<file path="src/rtl/data_sram_like_bridge.sv">
// Bridges a single-cycle CPU data SRAM port onto a split address/data
// handshaked bus, stalling the pipeline while an access is outstanding.
module data_sram_like_bridge #(
    parameter int ADDR_W = 32,
    parameter int DATA_W = 32
) (
    input  logic              clk,
    input  logic              resetn,
    input  logic              data_sram_en,
    input  logic [3:0]        data_sram_wen,
    input  logic [ADDR_W-1:0] data_sram_addr,
    input  logic [DATA_W-1:0] data_sram_wdata,
    output logic [DATA_W-1:0] data_sram_rdata,
    input  logic              cpu_longest_stall,
    output logic              data_stall,
    output logic              data_req,
    output logic              data_wr,
    output logic [1:0]        data_size,
    output logic [ADDR_W-1:0] data_addr,
    output logic [DATA_W-1:0] data_wdata,
    input  logic [DATA_W-1:0] data_rdata,
    input  logic              data_addr_ok,
    input  logic              data_data_ok
);

    typedef enum logic [1:0] {
        IDLE = 2'd0,
        REQ  = 2'd1,
        WAIT = 2'd2,
        DONE = 2'd3
    } state_t;

    state_t            state_q;
    logic              req_q;
    logic              wr_q;
    logic [1:0]        size_q;
    logic [ADDR_W-1:0] addr_q;
    logic [DATA_W-1:0] wdata_q;
    logic [DATA_W-1:0] rdata_q;

    logic              wr_d;
    logic [1:0]        size_d;
    logic [ADDR_W-1:0] addr_d;

    function automatic logic [1:0] wen_to_size(input logic [3:0] wen);
        logic [1:0] size;
        case (wen)
            4'b0001, 4'b0010, 4'b0100, 4'b1000: size = 2'd0;
            4'b0011, 4'b1100:                   size = 2'd1;
            default:                            size = 2'd2;
        endcase
        return size;
    endfunction

    // Reads always fetch the whole aligned word; the CPU extracts bytes/halves.
    always_comb begin
        wr_d   = |data_sram_wen;
        size_d = wr_d ? wen_to_size(data_sram_wen) : 2'd2;
        addr_d = wr_d ? data_sram_addr : {data_sram_addr[ADDR_W-1:2], 2'b00};
    end

    always_ff @(posedge clk or negedge resetn) begin
        if (!resetn) begin
            state_q <= IDLE;
            req_q   <= 1'b0;
            wr_q    <= 1'b0;
            size_q  <= 2'd0;
            addr_q  <= '0;
            wdata_q <= '0;
            rdata_q <= '0;
        end else begin
            case (state_q)
                IDLE: begin
                    if (data_sram_en) begin
                        state_q <= REQ;
                        req_q   <= 1'b1;
                        wr_q    <= wr_d;
                        size_q  <= size_d;
                        addr_q  <= addr_d;
                        wdata_q <= data_sram_wdata;
                    end
                end
                REQ: begin
                    // data_ok is only meaningful once the address has been taken.
                    if (data_addr_ok) begin
                        req_q <= 1'b0;
                        if (data_data_ok) begin
                            state_q <= DONE;
                            if (!wr_q) begin
                                rdata_q <= data_rdata;
                            end
                        end else begin
                            state_q <= WAIT;
                        end
                    end
                end
                WAIT: begin
                    if (data_data_ok) begin
                        state_q <= DONE;
                        if (!wr_q) begin
                            rdata_q <= data_rdata;
                        end
                    end
                end
                DONE: begin
                    if (!cpu_longest_stall) begin
                        state_q <= IDLE;
                    end
                end
                default: begin
                    state_q <= IDLE;
                    req_q   <= 1'b0;
                end
            endcase
        end
    end

    always_comb begin
        data_stall = (state_q == REQ) || (state_q == WAIT) ||
                     ((state_q == IDLE) && data_sram_en);
    end

    assign data_req        = req_q;
    assign data_wr         = wr_q;
    assign data_size       = size_q;
    assign data_addr       = addr_q;
    assign data_wdata      = wdata_q;
    assign data_sram_rdata = rdata_q;

endmodule

</file>
<file path="config.mk">
export PLATFORM = sky130hd
export DESIGN_NAME = data_sram_like_bridge
export DESIGN_NICKNAME = d
export VERILOG_FILES = /design/src/rtl/data_sram_like_bridge.sv
export SDC_FILE = /design/constraint.sdc
export NUM_CORES = 1
export LEC_CHECK = 0
export BUFFER_PORTS_ARGS = -buffer_cell sky130_fd_sc_hd__buf_4
export CAP_MARGIN = 20
export CORE_MARGIN = 8
export CORE_UTILIZATION = 40
export CTS_CLUSTER_DIAMETER = 50
export DETAILED_ROUTE_END_ITERATION = 6
export GPL_TIMING_DRIVEN = 0
export PLACE_DENSITY_LB_ADDON = 0.25
export SYNTH_ARGS = -nofsm -noshare
export SYNTH_HDL_FRONTEND = slang
export SYNTH_SLANG_ARGS = --single-unit
</file>
<file path="constraint.sdc">
create_clock -name clk -period 3.5 [get_ports clk]
set_input_delay 0.525 -clock clk [delete_from_list [all_inputs] [get_ports clk]]
set_output_delay 0.525 -clock clk [all_outputs]
set_load 0.005 [all_outputs]
</file>
# --- Word-level counts from Yosys, hierarchy flattened ---
# Cells that the tools add are included.
word_totals:
  mem_bits_rw: 0
  mem_count: 0
  latchBits: 0
  out_inout_bits: 101
  wordCells: 49
  rom_bits: 0
  inputBits: 106
  regBits: 102
op_classes:
  n_shift: 0
  n_eq_ne: 13
  add_sub_neg: 0
  n_mux: 16
  n_bitwise: 0
  reduce_logical: 13
  div: 0
  n_mul: 0
  magnitude_cmp: 0
ops:
  columns: ["operator", "n"]
  rows:
  - ["32-bit two-way mux", 3]
  - ["32-bit one-hot mux with 2 select lines", 1]
  - ["2-bit two-way mux", 6]
  - ["4-bit by 2-bit == test with 1-bit output, second input constant", 2]
  - ["4-bit == test, second input constant", 2]
  - ["2-bit inequality test, second input constant", 4]
  - ["2-bit one-hot mux with 4 select lines", 1]
  - ["4-bit OR reduction", 2]
  - ["2-bit == test, second input constant", 2]
  - ["4-bit by 1-bit == test with 1-bit output, second input constant", 1]
  - ["4-bit by 3-bit == test with 1-bit output, second input constant", 1]
  - ["2-bit one-hot mux with 2 select lines", 1]
  - ["2-bit AND reduction", 2]
  - ["4-bit AND reduction", 1]
  - ["2-bit nonzero test", 2]
  - ["1-bit two-way mux", 3]
  - ["3-bit AND reduction", 1]
  - ["2-bit by 1-bit == test with 1-bit output, second input constant", 1]
  - ["2-bit logical NOT", 1]
  - ["1-bit logical OR", 2]
  - ["1-bit one-hot mux with 2 select lines", 1]
  - ["2-bit OR reduction", 1]
  - ["1-bit logical AND", 1]

# --- Logic depth before layout (Yosys ltp) ---
# Gate-level depths: netlist of run 1.
depth:
  ltp_word: 4
  mapped_depth: 6
  ltp_nobuf: 6

# --- Worst setup path before layout of run 1 ---
# Ideal clock, no wire load.
synth_timing:
  path_kind: "reg-to-reg"
  startpoint: "reg state_q[1]"
  endpoint: "reg rdata_q[10], in the netlist data_sram_rdata[10]"
  stages_incl_launch_ff: 7
  required_time_ns: 3.375
  n_path_buf: 1
  arrival_ns: 1.565
  synth_period_minus_slack_ns: 1.690
  setup_time_ns: 0.125
  path_slack_ns: 1.810
  path_cell_list: "dfrtp_1 -> inv_1 -> ha_1 -> nor2b_4 -> nor3_4 -> buf_6 -> mux2_2"
synth_via:
  elab_chain_len: 3
  word_cells_on_any_way: 6
  classes_between: "eq/ne: 3; mux: 1; reduce/logical: 2"
synth_lines:
  columns: ["item", "line", "source"]
  rows:
  - ["start: declaration", "33", "state_t state_q;"]
  - ["start signal: assignment", "64", "state_q <= IDLE;"]
  - ["start signal: assignment", "75", "state_q <= REQ;"]
  - ["start signal: assignment", "88", "state_q <= DONE;"]
  - ["2-bit by 1-bit == test with 1-bit output or 2-bit == test (tied branches)", "72", "case (state_q)"]
  - ["2-bit inequality test (no line) or 2-bit nonzero test (tied branches)", null, null]
  - ["2-bit AND reduction (no line)", null, null]
  - ["end signal: assignment", "90", "rdata_q <= data_rdata;"]
  - ["end signal: assignment", "101", "rdata_q <= data_rdata;"]
  - ["end: declaration", "39", "logic [DATA_W-1:0] rdata_q;"]
# Parallel ways exist; a longest one is shown, timed or not.
# A chain may end at the register's enable or synchronous reset.

# --- Worst setup path in the final report of run 1 ---
layout_timing:
  startpoint: "reg state_q[0]"
  endpoint: "out data_stall"
layout_via:
  elab_chain_len: 3
  word_cells_on_any_way: 6
  classes_between: "eq/ne: 2; reduce/logical: 4"
layout_lines:
  columns: ["item", "line", "source"]
  rows:
  - ["2-bit by 1-bit == test with 1-bit output, or another cell as far along", "119", "data_stall = (state_q == REQ) || (state_q == WAIT) ||"]
  - ["1-bit logical OR or 1-bit logical AND (tied branches)", "119, 120", null]
  - ["1-bit logical OR (*)", "119", null]
  - ["end: declaration", "15", "output logic data_stall,"]
# Mark *: on every way between the ends. The rest lies on a longest branch, timed or not.

==> results.py, run 1 <==
metrics = {
    "clocking": {
        "postCtsSetupBuffers": 0,
        "cts.path.max_buffers": 2,
        "clkSinkCount": 102,
        "cts_inserted_buffers": 9,
        "cts-resized-gates": 0,
        "worst_setup_hold_path_clk_slew_ns": 0.09,
        "clockRootBuffer": "sky130_fd_sc_hd__clkbuf_8",
        "cts_max_level": 3,
        "hold_fix_buffers_cts": 0,
        "clk-insertion-delay-late_ns": 0.36,
        "cts_tree": "built",
    },
    "global_route": {
        "busiest_layer": "met2",
        "grt_first_pass_wirelength_um": 16300,
        "grt_antenna_before_repair": 0,
        "gr-usage-all-layers_pct": 15.9,
        "first_global_vias": 3191,
        "use_met1_pct": 16.8,
        "grt_start_max_net_pins": 58,
        "globalRouteMet3Util_pct": 7.50,
        "globalRoute.totalOverflow": 0,
        "grt_use_met2_pct": 26.3,
    },
    "worst_setup_path": {
        "critPathKind": "register to primary output",
        "worst-endpoint-arrival_ns": 1.90,
        "data_required_time_of_the_critical_path_ns": 2.97,
        "crit_fanout": 10,
        "cp-start-kind": "register",
        "end_kind": "primary output",
    },
    "floorplan": {
        "starting_density_of_the_core_pct": 40.8,
        "boundaryPins": 207,
        "dieHeight_um": 115,
        "overall_die_area_um2": 13300,
        "std_cell_rows": 36,
        "die_width_um": 115,
        "design.core.area_um2": 9680,
    },
    "power": {
        "seqPwrFrac_pct": 41.4,
        "power.density_nw_per_um2": 863,
        "pwr-share-comb_pct": 44.1,
        "switching_power_uw": 1500,
        "leakage_uw": 0.00289,
        "internal_power_uw": 3590,
        "max-vdd-ir-drop_uv": 406,
        "clock_power_share_pct": 14.5,
        "p_sw_share_pct": 29.4,
    },
    "detailed_routing": {
        "route.detailed.drc": 0,
        "routed_via_density": 4.67,
        "total_routed_wirelength_um": 10500,
        "vias_after_detailed_routing": 2796,
        "detail_route.first_pass.iterations": 4,
        "route.antenna.remaining_nets": 0,
        "first_iter_violations": 78,
        "drt-wirelength-per-cell_um": 17.5,
    },
    "logic_synthesis": {
        "synth.ff_latch_count": 102,
        "simple_gate_share_of_the_synthesized_area_pct": 2.37,
        "synth_area_in_xor_xnor_pct": 0.222,
        "avgSynthCellArea_um2": 16.3,
        "synth_top_flop_cell": "sky130_fd_sc_hd__dfrtp_1",
        "synth_compound_area_share_pct": 1.93,
        "synth.area.mux_share_pct": 27.3,
        "mapped_cells": 243,
        "synth_edf_count": 0,
        "adder_and_majority_gate_portion_of_the_synthesized_area_pct": 1.58,
        "ys.warnings.count": 0,
        "async_flop_share_pct": 100,
        "synth_top_family_by_area": "multiplexers",
        "synth.net_count": 354,
        "post_synth_num_cell_types": 23,
        "netlist_area_um2": 3950,
        "sequential_fraction_of_the_synthesis_area_pct": 64.6,
    },
    "layout": {
        "fin_nets": 572,
        "final.fill_count": 807,
        "utilization_pct": 60.9,
        "n_antenna_cell": 0,
        "drive_gt1_share_pct": 70.4,
        "syn_to_final_growth_pct": 49.1,
    },
    "sta": {
        "fmax_mhz": 413,
        "finalClockSkew_ns": 0.00553,
        "timing.max_slew.rel_slack_pct": 60.2,
        "hold_violations": 0,
        "setup_repair_after_global_routing_missed_its_margin": "false",
        "layout_worst_path_cycle_share_pct": 69.2,
        "hold-worst-slack_ns": 0.175,
        "setup_viol_count_final": 0,
        "final_max_slew_viol_count": 0,
        "timing_worst_slew_pin_value_ns": 0.597,
        "post_route_minimum_period_ns": 2.42,
        "final.setup.tns_ns": 0,
    },
    "placement": {
        "place_congestion": 0.705,
        "dp_hpwl_um": 8370,
        "io_buffers": 206,
    },
    "outcome": {
        "run_status": "complete, no violations",
    },
    "worst_hold_path": {
        "hp-class": "primary input to async pin",
    },
    "job": {
        "drv_cap": 0,
    },
}
## metrics by stage
stage	worst slack, ns	instances	power (uW)	area [um2]
detailed placement	1.40	583	4430	5690
floorplan	1.81	243	3090	3950
global route	0.868	599	5440	5890
CTS	0.962	599	5190	5890
finish	1.08	599	5080	5890
global placement	1.41	582	4330	5670
## path summary, 6_finish.rpt
path,cells past startpoint,to,start,slack (ns)
max,6,data_stall,state_q[0],1.08
min,1,data_sram_rdata[28],resetn,0.17
max reg2reg,6,data_sram_rdata[11],state_q[1],1.58
min in group clk,2,data_addr[0],data_sram_addr[0],0.38
max in group asynchronous,2,data_wdata[10],resetn,2.64
min reg2reg,1,data_sram_rdata[5],data_sram_rdata[5],0.51
## synthesized netlist by cell type (2+ instances only)
master,instances,area share (%)
sky130_fd_sc_hd__dfrtp_1,102,65
sky130_fd_sc_hd__o21ai_0,2,0.25
sky130_fd_sc_hd__nor2_1,2,0.19
sky130_fd_sc_hd__buf_2,7,0.89
sky130_fd_sc_hd__nand2_1,6,0.57
sky130_fd_sc_hd__inv_1,3,0.28
sky130_fd_sc_hd__buf_6,3,0.85
sky130_fd_sc_hd__ha_1,5,1.6
sky130_fd_sc_hd__mux2_2,93,26
sky130_fd_sc_hd__nand2b_1,3,0.47
sky130_fd_sc_hd__mux2_1,2,0.57
sky130_fd_sc_hd__a22o_1,3,0.66
sky130_fd_sc_hd__a21oi_1,2,0.25
## worst max-delay path: stages, from the launching register on
cell	delay [ns]
sky130_fd_sc_hd__dfrtp_1	0.39
sky130_fd_sc_hd__inv_1	0.11
sky130_fd_sc_hd__ha_1	0.24
sky130_fd_sc_hd__nand2_1	0.28
sky130_fd_sc_hd__buf_2	0.29
sky130_fd_sc_hd__nand2b_1	0.08
sky130_fd_sc_hd__buf_4	0.14
## flip-flops by register name (all words and copies together) (netlist names)
signal / flops
data_sram_rdata: 32
data_wdata: 32
data_addr: 32
data_size: 2
data_wr: 1
data_req: 1
state_q: 2
## cells by family (layout without fill, tap and decap cells)
group           Yosys count  count (layout)
compound gates           11              11
xor+xnor                  1               1
simple gates             15              15
flops                   102             102
fa+ha+maj                 5               5
buf+inv                  13             236
mux                      96              96
## layout make-up
class	count	area, um2	area share [%]
plain buffers	10	68.8	1.17
clock buffers	10	138	2.34
inverters	3	11.3	0.191
multi-input cells	128	1320	22.4
clock inverters	6	61.3	1.04
well taps	133	166	2.82
flip-flops and latches	102	2550	43.3
repair buffers	207	1570	26.7
## routing by layer
metal  vias up  part of all wire (%)
li1       1289                     -
met3        13                    13
met4         0                   1.9
met1      1356                    37
met2       138                    49
met5         -                     0
## cells in the final DEF (no fill, tap or decap)
master                       count
sky130_fd_sc_hd__clkbuf_8       10
sky130_fd_sc_hd__ha_1            5
sky130_fd_sc_hd__nor2_1          2
sky130_fd_sc_hd__buf_4         206
sky130_fd_sc_hd__bufinv_16       1
sky130_fd_sc_hd__mux2_1          2
sky130_fd_sc_hd__dfrtp_1       102
sky130_fd_sc_hd__buf_16          1
sky130_fd_sc_hd__a2111oi_0       1
sky130_fd_sc_hd__a31oi_1         1
sky130_fd_sc_hd__xor2_1          1
sky130_fd_sc_hd__nand2_1         6
sky130_fd_sc_hd__clkinvlp_4      1
sky130_fd_sc_hd__nor3_4          1
sky130_fd_sc_hd__o21ai_0         2
sky130_fd_sc_hd__buf_6           3
sky130_fd_sc_hd__nor2b_4         1
sky130_fd_sc_hd__nand2b_1        3
sky130_fd_sc_hd__o21bai_1        1
sky130_fd_sc_hd__clkinv_4        1
sky130_fd_sc_hd__a21o_1          1
sky130_fd_sc_hd__mux2i_1         1
sky130_fd_sc_hd__inv_1           3
sky130_fd_sc_hd__clkinv_2        3
sky130_fd_sc_hd__nand4b_1        1
sky130_fd_sc_hd__a22o_1          3
sky130_fd_sc_hd__and3_1          1
sky130_fd_sc_hd__mux2_2         93
sky130_fd_sc_hd__a21oi_1         2
sky130_fd_sc_hd__buf_2           7
## power groups by stage
stage	Sequential (uW)	Clock (uW)	Combinational (uW)
finish	2110	736	2240
global route	2190	806	2450
CTS	2110	774	2300
detailed placement	2130	0	2300
global placement	2090	0	2240
floorplan	2150	0	940
Power figures use the tool's default switching activity.
==> run 2, diff against run 1 <==
clock period = 2.1 ns   (was 3.5 ns; I/O delays follow)
==> results.py, run 2 (synthesis results as in run 1) <==
metrics = {
    "worst_setup_path": {
        "critical-path-slowest-cell": "sky130_fd_sc_hd__dfrtp_1",
        "r2r_cells": 6,
        "cp_cell_sequence": "inv_1, ha_2, nand2_4, buf_4, nand2b_1, buf_4",
        "end_kind": "primary output",
        "critical_path.reg2reg.startpoint": "state_q[1]",
        "timing.reg2reg.setup_slack_ns": 0.18,
        "critical_path.reg2reg.endpoint": "data_sram_rdata[11]",
        "path_delay_family": "buffers and inverters",
        "cp-start-kind": "register",
        "critPathKind": "register to primary output",
        "path_common_cell": "sky130_fd_sc_hd__buf_4",
        "crit_buf_inv": 3,
        "data_required_time_of_the_critical_path_ns": 1.78,
        "worst-endpoint-arrival_ns": 1.65,
        "slowest_delay_ns": 0.42,
        "crit_fanout": 10,
    },
    "placement": {
        "dpl.cell_count": 583,
        "dp_hpwl_um": 8370,
        "place_congestion": 0.705,
        "io_buffers": 206,
    },
    "layout": {
        "syn_to_final_growth_pct": 49.6,
        "register_area_um2": 2550,
        "utilization_pct": 61.1,
        "multi_input_comb_area_um2": 1330,
        "layout_cells_excl_fill": 600,
        "n_antenna_cell": 0,
        "final.fill_count": 802,
        "fin_nets": 573,
        "highest_count_cells_in_the_layout_ignoring_fill_and_taps": "sky130_fd_sc_hd__buf_4 (207), sky130_fd_sc_hd__dfrtp_1 (102), sky130_fd_sc_hd__mux2_2 (93)",
        "most_frequent_standard_cell_in_the_layout_excluding_fill_and_tap_cells": "sky130_fd_sc_hd__buf_4",
        "drive_gt1_share_pct": 70.7,
    },
    "global_route": {
        "grt_start_max_net_pins": 58,
        "grt_first_pass_wirelength_um": 16300,
        "first_global_vias": 3191,
        "gr-usage-all-layers_pct": 15.9,
        "globalRoute.totalOverflow": 0,
        "grt_antenna_before_repair": 0,
    },
    "clocking": {
        "worst_setup_hold_path_clk_slew_ns": 0.09,
        "cts_inserted_buffers": 9,
        "clk-insertion-delay-late_ns": 0.36,
        "clkSinkCount": 102,
        "cts.path.max_buffers": 2,
        "postCtsSetupBuffers": 0,
        "cts_max_level": 3,
        "clockRootBuffer": "sky130_fd_sc_hd__clkbuf_8",
        "cts_tree": "built",
    },
    "floorplan": {
        "starting_density_of_the_core_pct": 40.8,
        "overall_die_area_um2": 13300,
        "dieHeight_um": 115,
        "die_width_um": 115,
        "std_cell_rows": 36,
        "design.core.area_um2": 9680,
        "boundaryPins": 207,
    },
    "power": {
        "leakage_uw": 0.00290,
        "max-vdd-ir-drop_uv": 677,
        "power.density_nw_per_um2": 1440,
    },
    "sta": {
        "timing_worst_slew_pin_value_ns": 0.598,
        "setup_repair_after_global_routing_missed_its_margin": "false",
        "fmax_mhz": 509,
        "finalClockSkew_ns": 0.00564,
        "final_max_slew_viol_count": 0,
        "final.setup.tns_ns": 0,
        "timing.max_slew.rel_slack_pct": 60.1,
        "post_route_minimum_period_ns": 1.96,
        "setup_viol_count_final": 0,
        "hold_violations": 0,
        "layout_worst_path_cycle_share_pct": 93.6,
    },
    "detailed_routing": {
        "total_routed_wirelength_um": 10500,
        "routed_via_density": 4.67,
        "route.detailed.drc": 0,
        "route.antenna.remaining_nets": 0,
        "vias_after_detailed_routing": 2802,
        "first_iter_violations": 78,
        "detail_route.first_pass.iterations": 4,
        "drt-wirelength-per-cell_um": 17.5,
    },
    "job": {
        "drv_cap": 0,
    },
    "worst_hold_path": {
        "hp-class": "primary input to register",
        "worstHoldPathCells": 2,
        "holdCritStartpoint": "data_sram_addr[0]",
        "hold_endpoint": "data_addr[0]",
    },
    "outcome": {
        "run_status": "complete, no violations",
    },
}
[run 2: worst register-to-register path, cell delays in order (launching register included)]
cell                      delay, ns
sky130_fd_sc_hd__dfrtp_1       0.42
sky130_fd_sc_hd__inv_1         0.11
sky130_fd_sc_hd__ha_2          0.35
sky130_fd_sc_hd__nand2_1       0.08
sky130_fd_sc_hd__nor3_4        0.30
sky130_fd_sc_hd__buf_6         0.21
sky130_fd_sc_hd__mux2_2        0.35
[run 2: final cells by class]
class / instances / share of cell area (%)
Sequential cell: 102 / 43.1
Clock buffer: 10 / 2.33
Inverter: 3 / 0.190
Clock inverter: 6 / 1.04
Multi-Input combinational cell: 128 / 22.5
Buffer: 10 / 1.21
Tap cell: 133 / 2.81
Timing Repair Buffer: 208 / 26.8
[run 2: routing by layer]
| layer | part of all wire (%) | GRT usage [%] | routed length (um) | vias up |
|---|---|---|---|---|
| li1 | - | - | - | 1292 |
| met1 | 37 | 16.8 | 3860 | 1359 |
| met2 | 49 | 26.3 | 5140 | 138 |
| met4 | 1.9 | 7.53 | 200 | 0 |
| met3 | 12 | 7.45 | 1310 | 13 |
| met5 | 0 | 0 | 0 | - |
[run 2: worst max-delay path by stage]
stage | start | cells past startpoint | to | slack (ns)
3_3_place_gp | state_q[0] | 6 | data_stall | 0.22
2_1_floorplan | state_q[1] | 6 | data_sram_rdata[10] | 0.41
4_1_cts | state_q[0] | 6 | data_stall | 0.04
5_1_grt | state_q[0] | 6 | data_stall | 0.009
3_5_place_dp | state_q[1] | 6 | data_sram_rdata[11] | 0.17
6_report | state_q[0] | 6 | data_stall | 0.14
[run 2: repair_timing]
action                                  CTS  global route
endpoints found under the setup margin    1             1
hold endpoints to repair                 45             0
hold buffers                              1             0
resized for setup                         3             1
[run 2: per-stage QoR]
step | setup slack, ns | hold WS (ns) | total power, uW | instance area, um2
after floorplan | 0.410 | 0.0194 | 5140 | 3950
after global placement | 0.218 | 0.472 | 7220 | 5670
after detailed placement | 0.170 | 0.368 | 7380 | 5690
after CTS | 0.0449 | 0.139 | 8660 | 5910
after global routing | 0.00936 | 0.158 | 9090 | 5920
final | 0.135 | 0.170 | 8490 | 5920
[run 2: power by group]
group	leakage (uW)	switching, uW	total, uW	internal, uW
Combinational	0.00159	1320	3760	2440
Sequential	0.00121	534	3510	2980
Clock	0.000102	649	1230	579
Total	0.00290	2500	8490	5990
